<file path="src/rtl/imem_pkg.sv">
// Shared definitions for the instruction-memory access controller.
// Contents:
//   state_t    controller FSM states
//   req_t      requester identity used by the arbiter
//   NOP_INSTR  instruction returned on a faulting fetch
//   byte_sel   picks byte k of a little-endian 32-bit word
package imem_pkg;

    typedef enum logic [2:0] {
        ST_IDLE    = 3'd0,
        ST_RD      = 3'd1,
        ST_RD_LAST = 3'd2,
        ST_WR      = 3'd3,
        ST_RESP    = 3'd4
    } state_t;

    typedef enum logic {
        REQ_FETCH = 1'b0,
        REQ_LOAD  = 1'b1
    } req_t;

    localparam logic [31:0] NOP_INSTR = 32'h0000_0013;

    function automatic logic [7:0] byte_sel(input logic [31:0] w, input logic [1:0] k);
        logic [7:0] b;
        case (k)
            2'd0:    b = w[7:0];
            2'd1:    b = w[15:8];
            2'd2:    b = w[23:16];
            2'd3:    b = w[31:24];
            default: b = 8'h00;
        endcase
        return b;
    endfunction

endpackage

</file>
<file path="src/rtl/imem_byte_assembler.sv">
// Byte counter and little-endian word assembler.
// Ports:
//   clk, reset  clock, synchronous active-low reset
//   clr         restart the byte counter (new access accepted)
//   step        advance the byte counter by one
//   cap         shift rdata into the top of the word register
//   rdata       byte from RAM
//   cnt         current byte index 0..3
//   word_next   word as it will be after capturing rdata this cycle
// Bytes enter at the top and move down, so after four captures the
// first byte read sits in bits [7:0].
module imem_byte_assembler (
    input  logic        clk,
    input  logic        reset,
    input  logic        clr,
    input  logic        step,
    input  logic        cap,
    input  logic [7:0]  rdata,
    output logic [1:0]  cnt,
    output logic [31:0] word_next
);

    logic [1:0]  cnt_r;
    logic [31:0] word_r;

    assign cnt       = cnt_r;
    assign word_next = {rdata, word_r[31:8]};

    // Byte counter and capture shift register.
    always_ff @(posedge clk) begin
        if (!reset) begin
            cnt_r  <= 2'd0;
            word_r <= 32'h0;
        end else begin
            if (clr) begin
                cnt_r <= 2'd0;
            end else if (step) begin
                cnt_r <= cnt_r + 2'd1;
            end else begin
                cnt_r <= cnt_r;
            end
            if (cap) begin
                word_r <= word_next;
            end else begin
                word_r <= word_r;
            end
        end
    end

endmodule

</file>
<file path="src/rtl/imem_access_ctrl.sv">
// Sequences a single-port byte-wide RAM for a 32-bit fetch requester and a
// 32-bit loader requester. Each word becomes four byte accesses; read
// bytes are assembled little-endian. Ties are arbitrated round-robin.
// Ports:
//   clk, reset                       clock, synchronous active-low reset
//   fetch_req/addr/ready             fetch request handshake
//   fetch_valid/instr/fault          fetch response (valid is a 1-cycle pulse)
//   load_req/addr/data/ready         loader request handshake
//   load_done/fault                  loader response (done is a 1-cycle pulse)
//   mem_addr/we/wdata, mem_rdata     byte RAM, read data one cycle after addr
module imem_access_ctrl
    import imem_pkg::*;
#(
    parameter int ADDR_W    = 64,
    parameter int MEM_DEPTH = 256,
    localparam int IDX_W    = $clog2(MEM_DEPTH)
) (
    input  logic              clk,
    input  logic              reset,
    input  logic              fetch_req,
    input  logic [ADDR_W-1:0] fetch_addr,
    output logic              fetch_ready,
    output logic              fetch_valid,
    output logic [31:0]       fetch_instr,
    output logic              fetch_fault,
    input  logic              load_req,
    input  logic [ADDR_W-1:0] load_addr,
    input  logic [31:0]       load_data,
    output logic              load_ready,
    output logic              load_done,
    output logic              load_fault,
    output logic [IDX_W-1:0]  mem_addr,
    output logic              mem_we,
    output logic [7:0]        mem_wdata,
    input  logic [7:0]        mem_rdata
);

    state_t             state_r;
    req_t               rr_last_r;
    logic [IDX_W-1:0]   base_r;
    logic [31:0]        data_r;
    logic               ready_r;
    logic [IDX_W-1:0]   mem_addr_r;
    logic               mem_we_r;
    logic [7:0]         mem_wdata_r;
    logic               fetch_valid_r;
    logic [31:0]        fetch_instr_r;
    logic               fetch_fault_r;
    logic               load_done_r;
    logic               load_fault_r;

    logic               accept_s;
    logic               tie_s;
    req_t               grant_s;
    logic [ADDR_W-1:0]  sel_addr_s;
    logic               fault_s;
    logic               step_s;
    logic               cap_s;
    logic [1:0]         cnt_s;
    logic [1:0]         cnt_inc_s;
    logic [31:0]        word_next_s;
    logic [IDX_W-1:0]   addr_next_s;

    assign fetch_ready = ready_r;
    assign load_ready  = ready_r;
    assign fetch_valid = fetch_valid_r;
    assign fetch_instr = fetch_instr_r;
    assign fetch_fault = fetch_fault_r;
    assign load_done   = load_done_r;
    assign load_fault  = load_fault_r;
    assign mem_addr    = mem_addr_r;
    assign mem_we      = mem_we_r;
    assign mem_wdata   = mem_wdata_r;

    assign cnt_inc_s   = cnt_s + 2'd1;
    assign addr_next_s = base_r + IDX_W'(cnt_inc_s);

    // Arbitration and range check for the request seen in IDLE.
    always_comb begin
        accept_s = 1'b0;
        tie_s    = 1'b0;
        grant_s  = REQ_FETCH;
        if (state_r == ST_IDLE && fetch_req && load_req) begin
            accept_s = 1'b1;
            tie_s    = 1'b1;
            grant_s  = (rr_last_r == REQ_FETCH) ? REQ_LOAD : REQ_FETCH;
        end else if (state_r == ST_IDLE && load_req) begin
            accept_s = 1'b1;
            grant_s  = REQ_LOAD;
        end else if (state_r == ST_IDLE && fetch_req) begin
            accept_s = 1'b1;
            grant_s  = REQ_FETCH;
        end else begin
            accept_s = 1'b0;
            grant_s  = REQ_FETCH;
        end
        sel_addr_s = (grant_s == REQ_LOAD) ? load_addr : fetch_addr;
        // The last byte of the word must also be inside the RAM.
        fault_s    = (sel_addr_s >= ADDR_W'(MEM_DEPTH - 3));
    end

    // Assembler control: bytes 0..2 arrive during RD (one cycle late), byte 3 in RD_LAST.
    always_comb begin
        step_s = (state_r == ST_RD) || (state_r == ST_WR);
        if (state_r == ST_RD) begin
            cap_s = (cnt_s != 2'd0);
        end else if (state_r == ST_RD_LAST) begin
            cap_s = 1'b1;
        end else begin
            cap_s = 1'b0;
        end
    end

    imem_byte_assembler u_asm (
        .clk       (clk),
        .reset     (reset),
        .clr       (accept_s),
        .step      (step_s),
        .cap       (cap_s),
        .rdata     (mem_rdata),
        .cnt       (cnt_s),
        .word_next (word_next_s)
    );

    // Controller FSM with registered RAM and response outputs.
    always_ff @(posedge clk) begin
        if (!reset) begin
            state_r       <= ST_IDLE;
            rr_last_r     <= REQ_FETCH;
            base_r        <= '0;
            data_r        <= 32'h0;
            ready_r       <= 1'b1;
            mem_addr_r    <= '0;
            mem_we_r      <= 1'b0;
            mem_wdata_r   <= 8'h00;
            fetch_valid_r <= 1'b0;
            fetch_instr_r <= 32'h0;
            fetch_fault_r <= 1'b0;
            load_done_r   <= 1'b0;
            load_fault_r  <= 1'b0;
        end else begin
            case (state_r)
                ST_IDLE: begin
                    if (accept_s) begin
                        base_r  <= sel_addr_s[IDX_W-1:0];
                        data_r  <= load_data;
                        ready_r <= 1'b0;
                        if (tie_s) begin
                            rr_last_r <= grant_s;
                        end else begin
                            rr_last_r <= rr_last_r;
                        end
                        if (fault_s) begin
                            state_r <= ST_RESP;
                            if (grant_s == REQ_LOAD) begin
                                load_done_r  <= 1'b1;
                                load_fault_r <= 1'b1;
                            end else begin
                                fetch_valid_r <= 1'b1;
                                fetch_fault_r <= 1'b1;
                                fetch_instr_r <= NOP_INSTR;
                            end
                        end else if (grant_s == REQ_LOAD) begin
                            state_r     <= ST_WR;
                            mem_we_r    <= 1'b1;
                            mem_addr_r  <= sel_addr_s[IDX_W-1:0];
                            mem_wdata_r <= load_data[7:0];
                        end else begin
                            state_r    <= ST_RD;
                            mem_addr_r <= sel_addr_s[IDX_W-1:0];
                        end
                    end else begin
                        ready_r <= 1'b1;
                    end
                end
                ST_RD: begin
                    if (cnt_s == 2'd3) begin
                        state_r    <= ST_RD_LAST;
                        mem_addr_r <= '0;
                    end else begin
                        mem_addr_r <= addr_next_s;
                    end
                end
                ST_RD_LAST: begin
                    state_r       <= ST_RESP;
                    fetch_valid_r <= 1'b1;
                    fetch_fault_r <= 1'b0;
                    fetch_instr_r <= word_next_s;
                end
                ST_WR: begin
                    if (cnt_s == 2'd3) begin
                        state_r      <= ST_RESP;
                        mem_we_r     <= 1'b0;
                        mem_addr_r   <= '0;
                        mem_wdata_r  <= 8'h00;
                        load_done_r  <= 1'b1;
                        load_fault_r <= 1'b0;
                    end else begin
                        mem_addr_r  <= addr_next_s;
                        mem_wdata_r <= byte_sel(data_r, cnt_inc_s);
                    end
                end
                ST_RESP: begin
                    state_r       <= ST_IDLE;
                    ready_r       <= 1'b1;
                    fetch_valid_r <= 1'b0;
                    fetch_fault_r <= 1'b0;
                    load_done_r   <= 1'b0;
                    load_fault_r  <= 1'b0;
                end
                default: begin
                    state_r    <= ST_IDLE;
                    ready_r    <= 1'b1;
                    mem_we_r   <= 1'b0;
                    mem_addr_r <= '0;
                end
            endcase
        end
    end

endmodule

</file>
<file path="config.mk">
export PLATFORM = sky130hd
export DESIGN_NAME = imem_access_ctrl
export DESIGN_NICKNAME = d
export VERILOG_FILES = /design/src/rtl/imem_pkg.sv /design/src/rtl/imem_byte_assembler.sv /design/src/rtl/imem_access_ctrl.sv
export SDC_FILE = /design/constraint.sdc
export NUM_CORES = 1
export LEC_CHECK = 0
export CAP_MARGIN = 10
export CORE_ASPECT_RATIO = 1.1
export CORE_MARGIN = 3
export CORE_UTILIZATION = 42
export DETAILED_ROUTE_END_ITERATION = 8
export GPL_TIMING_DRIVEN = 0
export PLACE_DENSITY = 0.86
export SYNTH_ARGS = -nofsm -noshare
export SYNTH_HDL_FRONTEND = slang
export SYNTH_SLANG_ARGS = --single-unit
</file>
<file path="constraint.sdc">
create_clock -name clk -period 2.7 [get_ports clk]
set_input_delay 0.54 -clock clk [delete_from_list [all_inputs] [get_ports clk]]
set_output_delay 0.54 -clock clk [all_outputs]
set_load 0.02 [all_outputs]
</file>
After elaboration in Yosys (flattened, before gate mapping):

Index checks and enable logic that the tools add are counted.

* bits in registers: 132
* bits in latches: 0
* memory bits (writable): 0
* ROM bits: 0
* input bits: 172
* output and inout bits: 55
* word-level logic and storage cells: 110
* memories kept: 0

* add/sub/neg operators: 2
* multiply operators: 0
* div/mod/pow operators: 0
* order comparisons: 1
* eq/ne operators: 15
* shift operators: 0
* mux-type cells: 47
* bitwise logic cells: 3
* reduce and logical (&&, ||, !) cells: 27

Operators by type and width (count)
* 2-to-1 mux 32 bit: 3
* >= comparator 64 x 8 -> 1 bit, second input constant: 1
* 2-to-1 mux 64 bit: 1
* case mux 32 bit (2 select lines): 1
* 2-to-1 mux 8 bit: 7
* case mux 8 bit (4 select lines): 1
* case mux 8 bit (3 select lines): 1
* 2-to-1 mux 1 bit: 20
* case mux 8 bit (2 select lines): 1
* AND reduction 4 bit: 4
* 2-to-1 mux 3 bit: 4
* case mux 1 bit (3 select lines): 4
* case mux 3 bit (4 select lines): 1
* != test 2 bit, second input constant: 5
* AND reduction 5 bit: 2
* AND reduction 3 bit: 3
* adder 8 x 2 -> 8 bit: 1
* nonzero test 2 bit: 4
* == test 2 bit, second input constant: 3
* == test 3 x 2 -> 1 bit, second input constant: 2
* nonzero test 3 bit: 2
* OR reduction 2 bit: 3
* OR reduction 3 bit: 2
* != test 2 x 1 -> 1 bit, second input constant: 2
* other kinds (12): 17

Depth between registers and ports, before layout:

Gate-level depths: netlist of the first run.

* word-level depth: 9
* gate-level depth with buffers: 9

Hierarchy:

Synthesis of the first run repeated with hierarchy kept, for this count alone.

* cells, all modules: 565
* area total of the unflattened synthesis: 5283.8 um^2

Modules (own cells, without submodules)
* imem_access_ctrl: times used 1, cells an instance 472, area an instance 4212.8 um^2, seq. area each 1801.7 um^2
* imem_byte_assembler: times used 1, cells an instance 93, area an instance 1071.0 um^2, seq. area each 520.5 um^2

Worst setup path before layout of the first run:

No wires, ideal clock.

* kind: input to register
* from: in fetch_addr[42]
* to: reg fetch_instr_r[16], in the netlist fetch_instr[16]
* arrival time: 2.039 ns
* data required time: 2.640 ns
* path slack: 0.601 ns
* cell stages on the path: 8
* path buffers: 2
* path through: nor4_1 -> o211ai_2 -> nor4_2 -> o2111ai_2 -> o211ai_2 -> buf_6 -> buf_6 -> a22o_1

* longest elaborated chain between the ends: 4

RTL lines
* start, declared: RTL line imem_access_ctrl.sv:21 `input logic [ADDR_W-1:0] fetch_addr,`
* 2-to-1 mux 64 bit: RTL line imem_access_ctrl.sv:97 `sel_addr_s = (grant_s == REQ_LOAD) ? load_addr : fetch_addr;`
* >= comparator 64 x 8 -> 1 bit: RTL line imem_access_ctrl.sv:99 `fault_s = (sel_addr_s >= ADDR_W'(MEM_DEPTH - 3));`
* != test 2 bit (no source line)
* AND reduction 4 bit (no source line)
* end signal, assigned: RTL line imem_access_ctrl.sv:188 `fetch_instr_r <= word_next_s;`
* end, declared: RTL line imem_access_ctrl.sv:47 `logic [31:0] fetch_instr_r;`

Every way passes these cells.
A chain may end at the register's enable or synchronous reset.

Worst setup path in the final report of the first run:

* from: in fetch_req
* to: reg mem_wdata_r[0], in the netlist mem_wdata[0]

* longest elaborated chain between the ends: 7
* elaborated cells between the ends (all ways): 12
* classes of those cells: order compare (1); eq/ne (3); mux (5); reduce/logical (3)

RTL lines
* start, declared: RTL line imem_access_ctrl.sv:20 `input logic fetch_req,`
* logical AND 1 bit *: RTL line imem_access_ctrl.sv:83, imem_access_ctrl.sv:90
* logical AND 1 bit: RTL line imem_access_ctrl.sv:83 `if (state_r == ST_IDLE && fetch_req && load_req) begin`
* 2-to-1 mux 1 bit: RTL line imem_access_ctrl.sv:83
* 2-to-1 mux 64 bit: RTL line imem_access_ctrl.sv:97
* >= comparator 64 x 8 -> 1 bit: RTL line imem_access_ctrl.sv:99
* != test 2 bit (no source line)
* AND reduction 4 bit (no source line) *
* end signal, assigned: RTL line imem_access_ctrl.sv:167 `mem_wdata_r <= load_data[7:0];`
* end signal, assigned: RTL line imem_access_ctrl.sv:200 `mem_wdata_r <= byte_sel(data_r, cnt_inc_s);`
* end, declared: RTL line imem_access_ctrl.sv:45 `logic [7:0] mem_wdata_r;`

Every way passes the cells marked *; elsewhere a longest branch is shown, timed or not.

==> flow_summary.ini, run 1 <==
[run_status]
status = complete, no violations

[sta]
maxSlewHeadroom = 0.5400
slew_viol_final = 0
worst_slew_pin_slew_ns = 0.6854
max_freq_mhz = 397.9
rsz0062_at_grt = no
fin_crit_ns = 2.513
fin_tns_setup_ns = 0
skew_ns = 0.008212
hold_viol_final = 0
layout_setup_ws_ns = 0.1870
setup_viol = 0
fin_crit_sh = 0.9307

[route]
dr.pass1.iters = 5
viasPerCell = 5.465
drtIter0Drc = 283
num_vias = 5356
drc = 0
wl_mm = 17.45
antenna_left = 0
wire_per_inst_um = 17.81

[finish]
area_growth_pct = 59.28
final_nets = 995
final_core_util = 0.6962
fillers = 903
fin_cells = 980
layout-drive-gt1-share = 0.07358

[floorplanning]
ios = 227
dieWidth_um = 111.2
die_area_um2 = 13530
coreArea_um2 = 11700
initial_core_util = 0.4371
die_y_um = 121.7
rows = 41

[power_and_ir_drop]
p_per_area_nw_per_um2 = 559.2
total_power_mw = 4.553
vdd_drop_max_uv = 455.1
p_leak_nw = 3.015

[setup_path]
crit_slowest_cell = clkdlybuf4s50_1
cp_cell_sequence = clkdlybuf4s50_1, a21bo_2, o211ai_2, nor4_2, o21ai_1, o21ai_2, a211oi_1
startpoint_type = primary input
crit_buf_inv = 1
required_ns = 2.98
worst-path-max-fanout = 8
worst_setup_path_end_kind = flip-flop
crit_type = primary input to flip-flop
reg2reg_slack_ns = 0.25
rr_worst_depth = 7
cp_slowest_stage_delay_ns = 0.62
crit_arrival_ns = 2.79
critPathTopFamily = compound AO/OA/AOI/OAI gates
reg2reg_to = fetch_instr[24]
reg2reg_from = state_r[2]

[placement]
place_inst = 947
place.gp.congestion = 0.9143
port_buffers = 225
dp_hpwl_mm = 13.38
preCtsSetupSlack_ns = -0.4019

[min_path]
hold_start = mem_addr[1]
hold_path_end = mem_addr[1]
hold_depth = 2
hold_class = flip-flop to flip-flop

[yosys]
synth_seq_area_share = 0.4542
syn_area_per_cell_um2 = 8.938
yosys_warnings = 0
syn_area_um2 = 5112
ys_types = 53
ys_ff_latch = 116
postSynthCellCount = 572
syn_nets = 751

[grt]
grt_pass1_vias = 5486
grt_overflow = 0
grt_first_pass_wirelength_mm = 27.21
track_usage = 0.2501
grt_max_degree = 17
antenna_found_initial = 1

[clock_network]
clk_path_buf_depth = 2
clk_pin_slew_worst_paths_ns = 0.06
clkLatencyLatePin_ns = 0.42
cts_tree = yes
cts_max_level = 4
cts-root-buf = clkbuf_16
ctsHoldBuffers = 0
tritoncts.num_buffers = 17
clock_sinks = 116

[job]
drv_cap = 0
## power by group
part | switching, mW | leakage [nW] | internal (mW) | total (mW)
clock network | 0.803 | 0.267 | 1.34 | 2.14
logic | 0.267 | 1.80 | 0.343 | 0.610
registers | 0.0382 | 0.943 | 1.77 | 1.80
## worst max path at each step
stage | start | endpoint | slack, ns | cells after the start
floorplan | fetch_addr[42] | fetch_instr[16] | 0.60 | 8
global placement | load_req | mem_wdata[5] | -0.37 | 7
detailed placement | load_req | mem_wdata[1] | -0.40 | 7
CTS | load_req | fetch_instr[24] | 0.1 | 9
global route | fetch_req | mem_wdata[0] | 0.02 | 7
finish | fetch_req | mem_wdata[0] | 0.19 | 7
## state kept, by name, indices dropped and copies added, names as in the netlist, 2 cells and up
signal and count:
mem_wdata 8, base_r 8, data_r 24, state_r 3
u_asm.cnt 2, mem_addr 8, fetch_instr 32, u_asm.word_r 24
## worst register-to-register path: stages (launching register included)
cell	delay, ns
dfxtp_1	0.34
buf_2	0.19
nor2_1	0.34
nand2_1	0.24
nor2_1	0.20
clkbuf_1	0.43
clkbuf_1	0.45
a22o_1	0.22
## layer usage
layer,vias to the layer above,GRT usage,wire length (um)
li1,2577,-,-
met1,2530,0.2753,6570
met2,220,0.4555,9123
met3,29,0.07899,1383
met4,0,0.08745,374
met5,-,0,0
## per-stage QoR
step | cell area (um2) | hold slack [ns]
6_report | 8143 | 0.4548
5_1_grt | 8143 | 0.4805
4_1_cts | 8130 | 0.4587
3_5_place_dp | 7552 | 0.4512
3_3_place_gp | 7552 | 0.4454
2_1_floorplan | 5112 | 0.4357
## kinds of logic after synthesis
kind of cell,synth area share
adder cells (fa/ha/maj),0.01860
AND/OR/NAND/NOR,0.1867
flip-flops,0.4542
XOR/XNOR,0.01371
AO/OA/AOI/OAI,0.2026
multiplexers,0.07832
buffers and inverters,0.04577
## synthesized netlist by cell type (all sizes together)
cell type,instances,area (um2)
or3,2,12.51
xor2,5,43.79
o221ai,3,26.28
fa,1,20.02
nor2,63,239.0
a31oi,2,12.51
a222oi,8,80.08
a211o,1,8.760
ha,6,75.07
nor2b,1,6.260
o21ai,9,48.79
o211ai,4,40.03
nand4,11,75.07
a21boi,2,18.77
buf,18,106.4
inv,10,37.54
o22ai,10,62.56
or3b,1,8.760
a22o,29,254.0
a21bo,1,10.01
nor4,30,209.0
nand2,89,334.1
a22oi,1,7.510
a211oi,21,157.7
and3,1,6.260
a21oi,43,226.5
mux2i,40,400.4
nand3,1,5.000
xnor2,3,26.28
a21o,1,7.510
o21a,1,15.01
nand2b,3,18.77
o2111ai,1,15.01
clkbuf,24,90.09
o211a,1,10.01
a311oi,4,35.03
dfxtp,116,2322
nand3b,1,7.510
nor3,2,15.01
nand4b,2,17.52
## cell usage in the layout (no fill, tap or decap), types with 17 or more instances in the layout
cell,netlist,routed
nor4_1,28,28
a211oi_1,21,21
a22o_1,29,29
nand2_1,89,89
clkbuf_1,24,25
mux2i_1,40,40
dfxtp_1,116,116
nor2_1,62,61
clkdlybuf4s50_1,0,225
clkbuf_16,0,17
a21oi_1,42,42
## area by class of cell
type	count	area, um2	share of cell area
multi-input cells	404	2570	0.3156
flip-flops and latches	116	2322	0.2852
repair buffers	225	2252	0.2766
clock buffers	21	470.5	0.05778
plain buffers	42	196.4	0.02412
well taps	150	187.7	0.02305
clock inverters	11	103.9	0.01275
inverters	10	37.54	0.004610
diodes	1	2.502	0.0003073
## what timing repair did
action	4_1_cts	5_1_grt
setup endpoints to repair	1	38
setup buffers	0	0
pin swaps	0	0
resized for setup	1	2
(Power assumes the default switching activity.)
==> run 2: changes to the inputs <==
--- a/config.mk
+++ b/config.mk
@@ -9,9 +9,11 @@
 export CORE_ASPECT_RATIO = 1.1
 export CORE_MARGIN = 3
 export CORE_UTILIZATION = 42
+export CTS_CLUSTER_DIAMETER = 40
 export DETAILED_ROUTE_END_ITERATION = 8
 export GPL_TIMING_DRIVEN = 0
 export PLACE_DENSITY = 0.86
+export SLEW_MARGIN = 10
 export SYNTH_ARGS = -nofsm -noshare
 export SYNTH_HDL_FRONTEND = slang
 export SYNTH_SLANG_ARGS = --single-unit
==> results of run 2 <==
Final layout, timing and power as in run 1 (identical DEF).
==> run 3: changes to the inputs <==
--- a/config.mk
+++ b/config.mk
@@ -12,7 +12,7 @@
 export CTS_CLUSTER_DIAMETER = 40
 export DETAILED_ROUTE_END_ITERATION = 8
 export GPL_TIMING_DRIVEN = 0
-export PLACE_DENSITY = 0.86
+export PLACE_DENSITY = 0.8
 export SLEW_MARGIN = 10
 export SYNTH_ARGS = -nofsm -noshare
 export SYNTH_HDL_FRONTEND = slang
==> run 3 against run 2 <==
Compared with the run above:
- clock skew is 0.0017 ns higher
- combinational power is 0.8% higher
- critical path depth stayed put
- via count is 1.3% higher
- critical endpoint is now fetch_instr[19]
==> flow_summary.ini, run 3 (same netlist as run 1, synthesis figures left out) <==
[run_status]
status = complete, no violations

[route]
drc = 0
dr.pass1.iters = 7
drtIter0Drc = 280
wire_per_inst_um = 18.45
wl_mm = 18.06
num_vias = 5426
antenna_left = 0
viasPerCell = 5.542

[sta]
whs_ns = 0.4562
max_freq_mhz = 406.2
worst_slew_pin_slew_ns = 0.6270
hold_viol_final = 0
fin_crit_ns = 2.462
skew_ns = 0.009933
maxSlewHeadroom = 0.5792
fin_crit_sh = 0.9118
rsz0062_at_grt = no
slew_viol_final = 0
setup_viol = 0

[setup_path]
reg2reg_to = fetch_instr[19]
rr_worst_depth = 7
cp_slowest_stage_delay_ns = 0.42
reg2reg_from = state_r[2]
required_ns = 3.05
crit_type = flip-flop to flip-flop
startpoint_type = flip-flop
worst_setup_path_end_kind = flip-flop
cp_cell_sequence = buf_2, nor2_1, nand2_1, nor2_1, clkbuf_1, clkbuf_1, a22o_1
worst-path-max-fanout = 10
crit_arrival_ns = 2.81
reg2reg_slack_ns = 0.24
crit_slowest_cell = clkbuf_1

[clock_network]
clkLatencyLatePin_ns = 0.41
ctsHoldBuffers = 0
cts_tree = yes
tritoncts.num_buffers = 17
clk_path_buf_depth = 2
cts-root-buf = clkbuf_16
clock_sinks = 116
clk_pin_slew_worst_paths_ns = 0.06
cts_max_level = 4

[placement]
port_buffers = 225
place_inst = 947
place.gp.congestion = 0.9476
dp_hpwl_mm = 13.82

[floorplanning]
dieWidth_um = 111.2
coreArea_um2 = 11700
die_y_um = 121.7
initial_core_util = 0.4371
rows = 41
die_area_um2 = 13530
ios = 227

[power_and_ir_drop]
vdd_drop_max_uv = 438.7
internal_power_mw = 3.311
total_power_mw = 4.474
p_per_area_nw_per_um2 = 551.0
clock_power_share = 0.459
p_sw_frac = 0.2600
switchingPower_mw = 1.163
pwr-share-seq = 0.404
p_leak_nw = 3.020
comb_power_share = 0.137

[finish]
num_antenna_cells = 0
final_cell_mix = clkdlybuf4s50_1 (225), dfxtp_1 (116), nand2_1 (89)
fillers = 898
largest_reg_flops = 32
final_nets = 995
layout-drive-gt1-share = 0.07479
layout_commonest_cell = clkdlybuf4s50_1
area_growth_pct = 58.81
fin_cells = 979

[min_path]
hold_class = flip-flop to flip-flop
hold_depth = 2
hold_start = data_r[9]
hold_path_end = data_r[9]

[grt]
antenna_found_initial = 0
grtUsageMet2 = 0.4627
grt_util_met3 = 0.08296
met1_usage = 0.2930
grt_first_pass_wirelength_mm = 28.51
grt_pass1_vias = 5600
grt_overflow = 0
track_usage = 0.2604
busiest_layer = met2
grt_max_degree = 17

[job]
drv_cap = 0
==> run 3: cell type report <==
class / count / area (um2) / share of cell area
Buffer: 42 / 196.4 / 0.02419
Sequential cell: 116 / 2322 / 0.2860
Clock inverter: 14 / 105.1 / 0.01295
Tap cell: 150 / 187.7 / 0.02312
Clock buffer: 18 / 439.2 / 0.05409
Inverter: 10 / 37.54 / 0.004623
Timing Repair Buffer: 225 / 2252 / 0.2774
Multi-Input combinational cell: 404 / 2579 / 0.3176
==> run 3: worst max-delay path: cells and delay by family (launching register included) <==
| family | cells | cell delay (ns) |
|---|---|---|
| and+or+nand+nor | 3 | 0.85 |
| DFF | 1 | 0.34 |
| AOI/OAI and AO/OA | 1 | 0.20 |
| buffers and inverters | 3 | 1.02 |
==> run 3: power groups by stage <==
stage / sequential, mW / combinational [mW] / clock, mW
after global placement: 1.84 / 0.592 / 0
after global routing: 1.81 / 0.662 / 2.14
after floorplan: 1.84 / 0.234 / 0
final: 1.81 / 0.615 / 2.05
after CTS: 1.80 / 0.609 / 2.06
after detailed placement: 1.84 / 0.604 / 0
==> run 3: layer usage <==
metal | routed length [um] | part of all wire
met3 | 1480 | 0.082
met2 | 9112 | 0.50
met5 | 0 | 0
met4 | 555 | 0.031
met1 | 6910 | 0.38
==> run 3: what timing repair did <==
item	4_1_cts	5_1_grt
gates resized for setup	0	4
endpoints found under the hold margin	0	0
setup buffers	0	0
setup endpoints to repair	0	55
==> run 3: worst max-delay path by stage <==
stage / startpoint / end / slack (ns) / cells after the start
final: state_r[2] / fetch_instr[19] / 0.24 / 7
after global routing: state_r[2] / fetch_instr[18] / 0.004 / 7
after CTS: load_req / mem_wdata[5] / 0.02 / 7
after detailed placement: load_req / mem_wdata[5] / -0.40 / 7
after global placement: load_req / mem_wdata[5] / -0.36 / 7
after floorplan: fetch_addr[42] / fetch_instr[16] / 0.60 / 8
==> run 3: per-stage QoR <==
stage | cell area (um2) | worst slack [ns] | TNS (ns) | util
floorplan | 5112 | 0.6014 | 0 | -
global placement | 7552 | -0.3608 | -14.29 | 0.6457
detailed placement | 7552 | -0.3951 | -15.60 | 0.6457
CTS | 8097 | 0.01748 | 0 | 0.6922
global route | 8119 | 0.004246 | 0 | 0.6942
finish | 8119 | 0.2381 | 0 | 0.6942
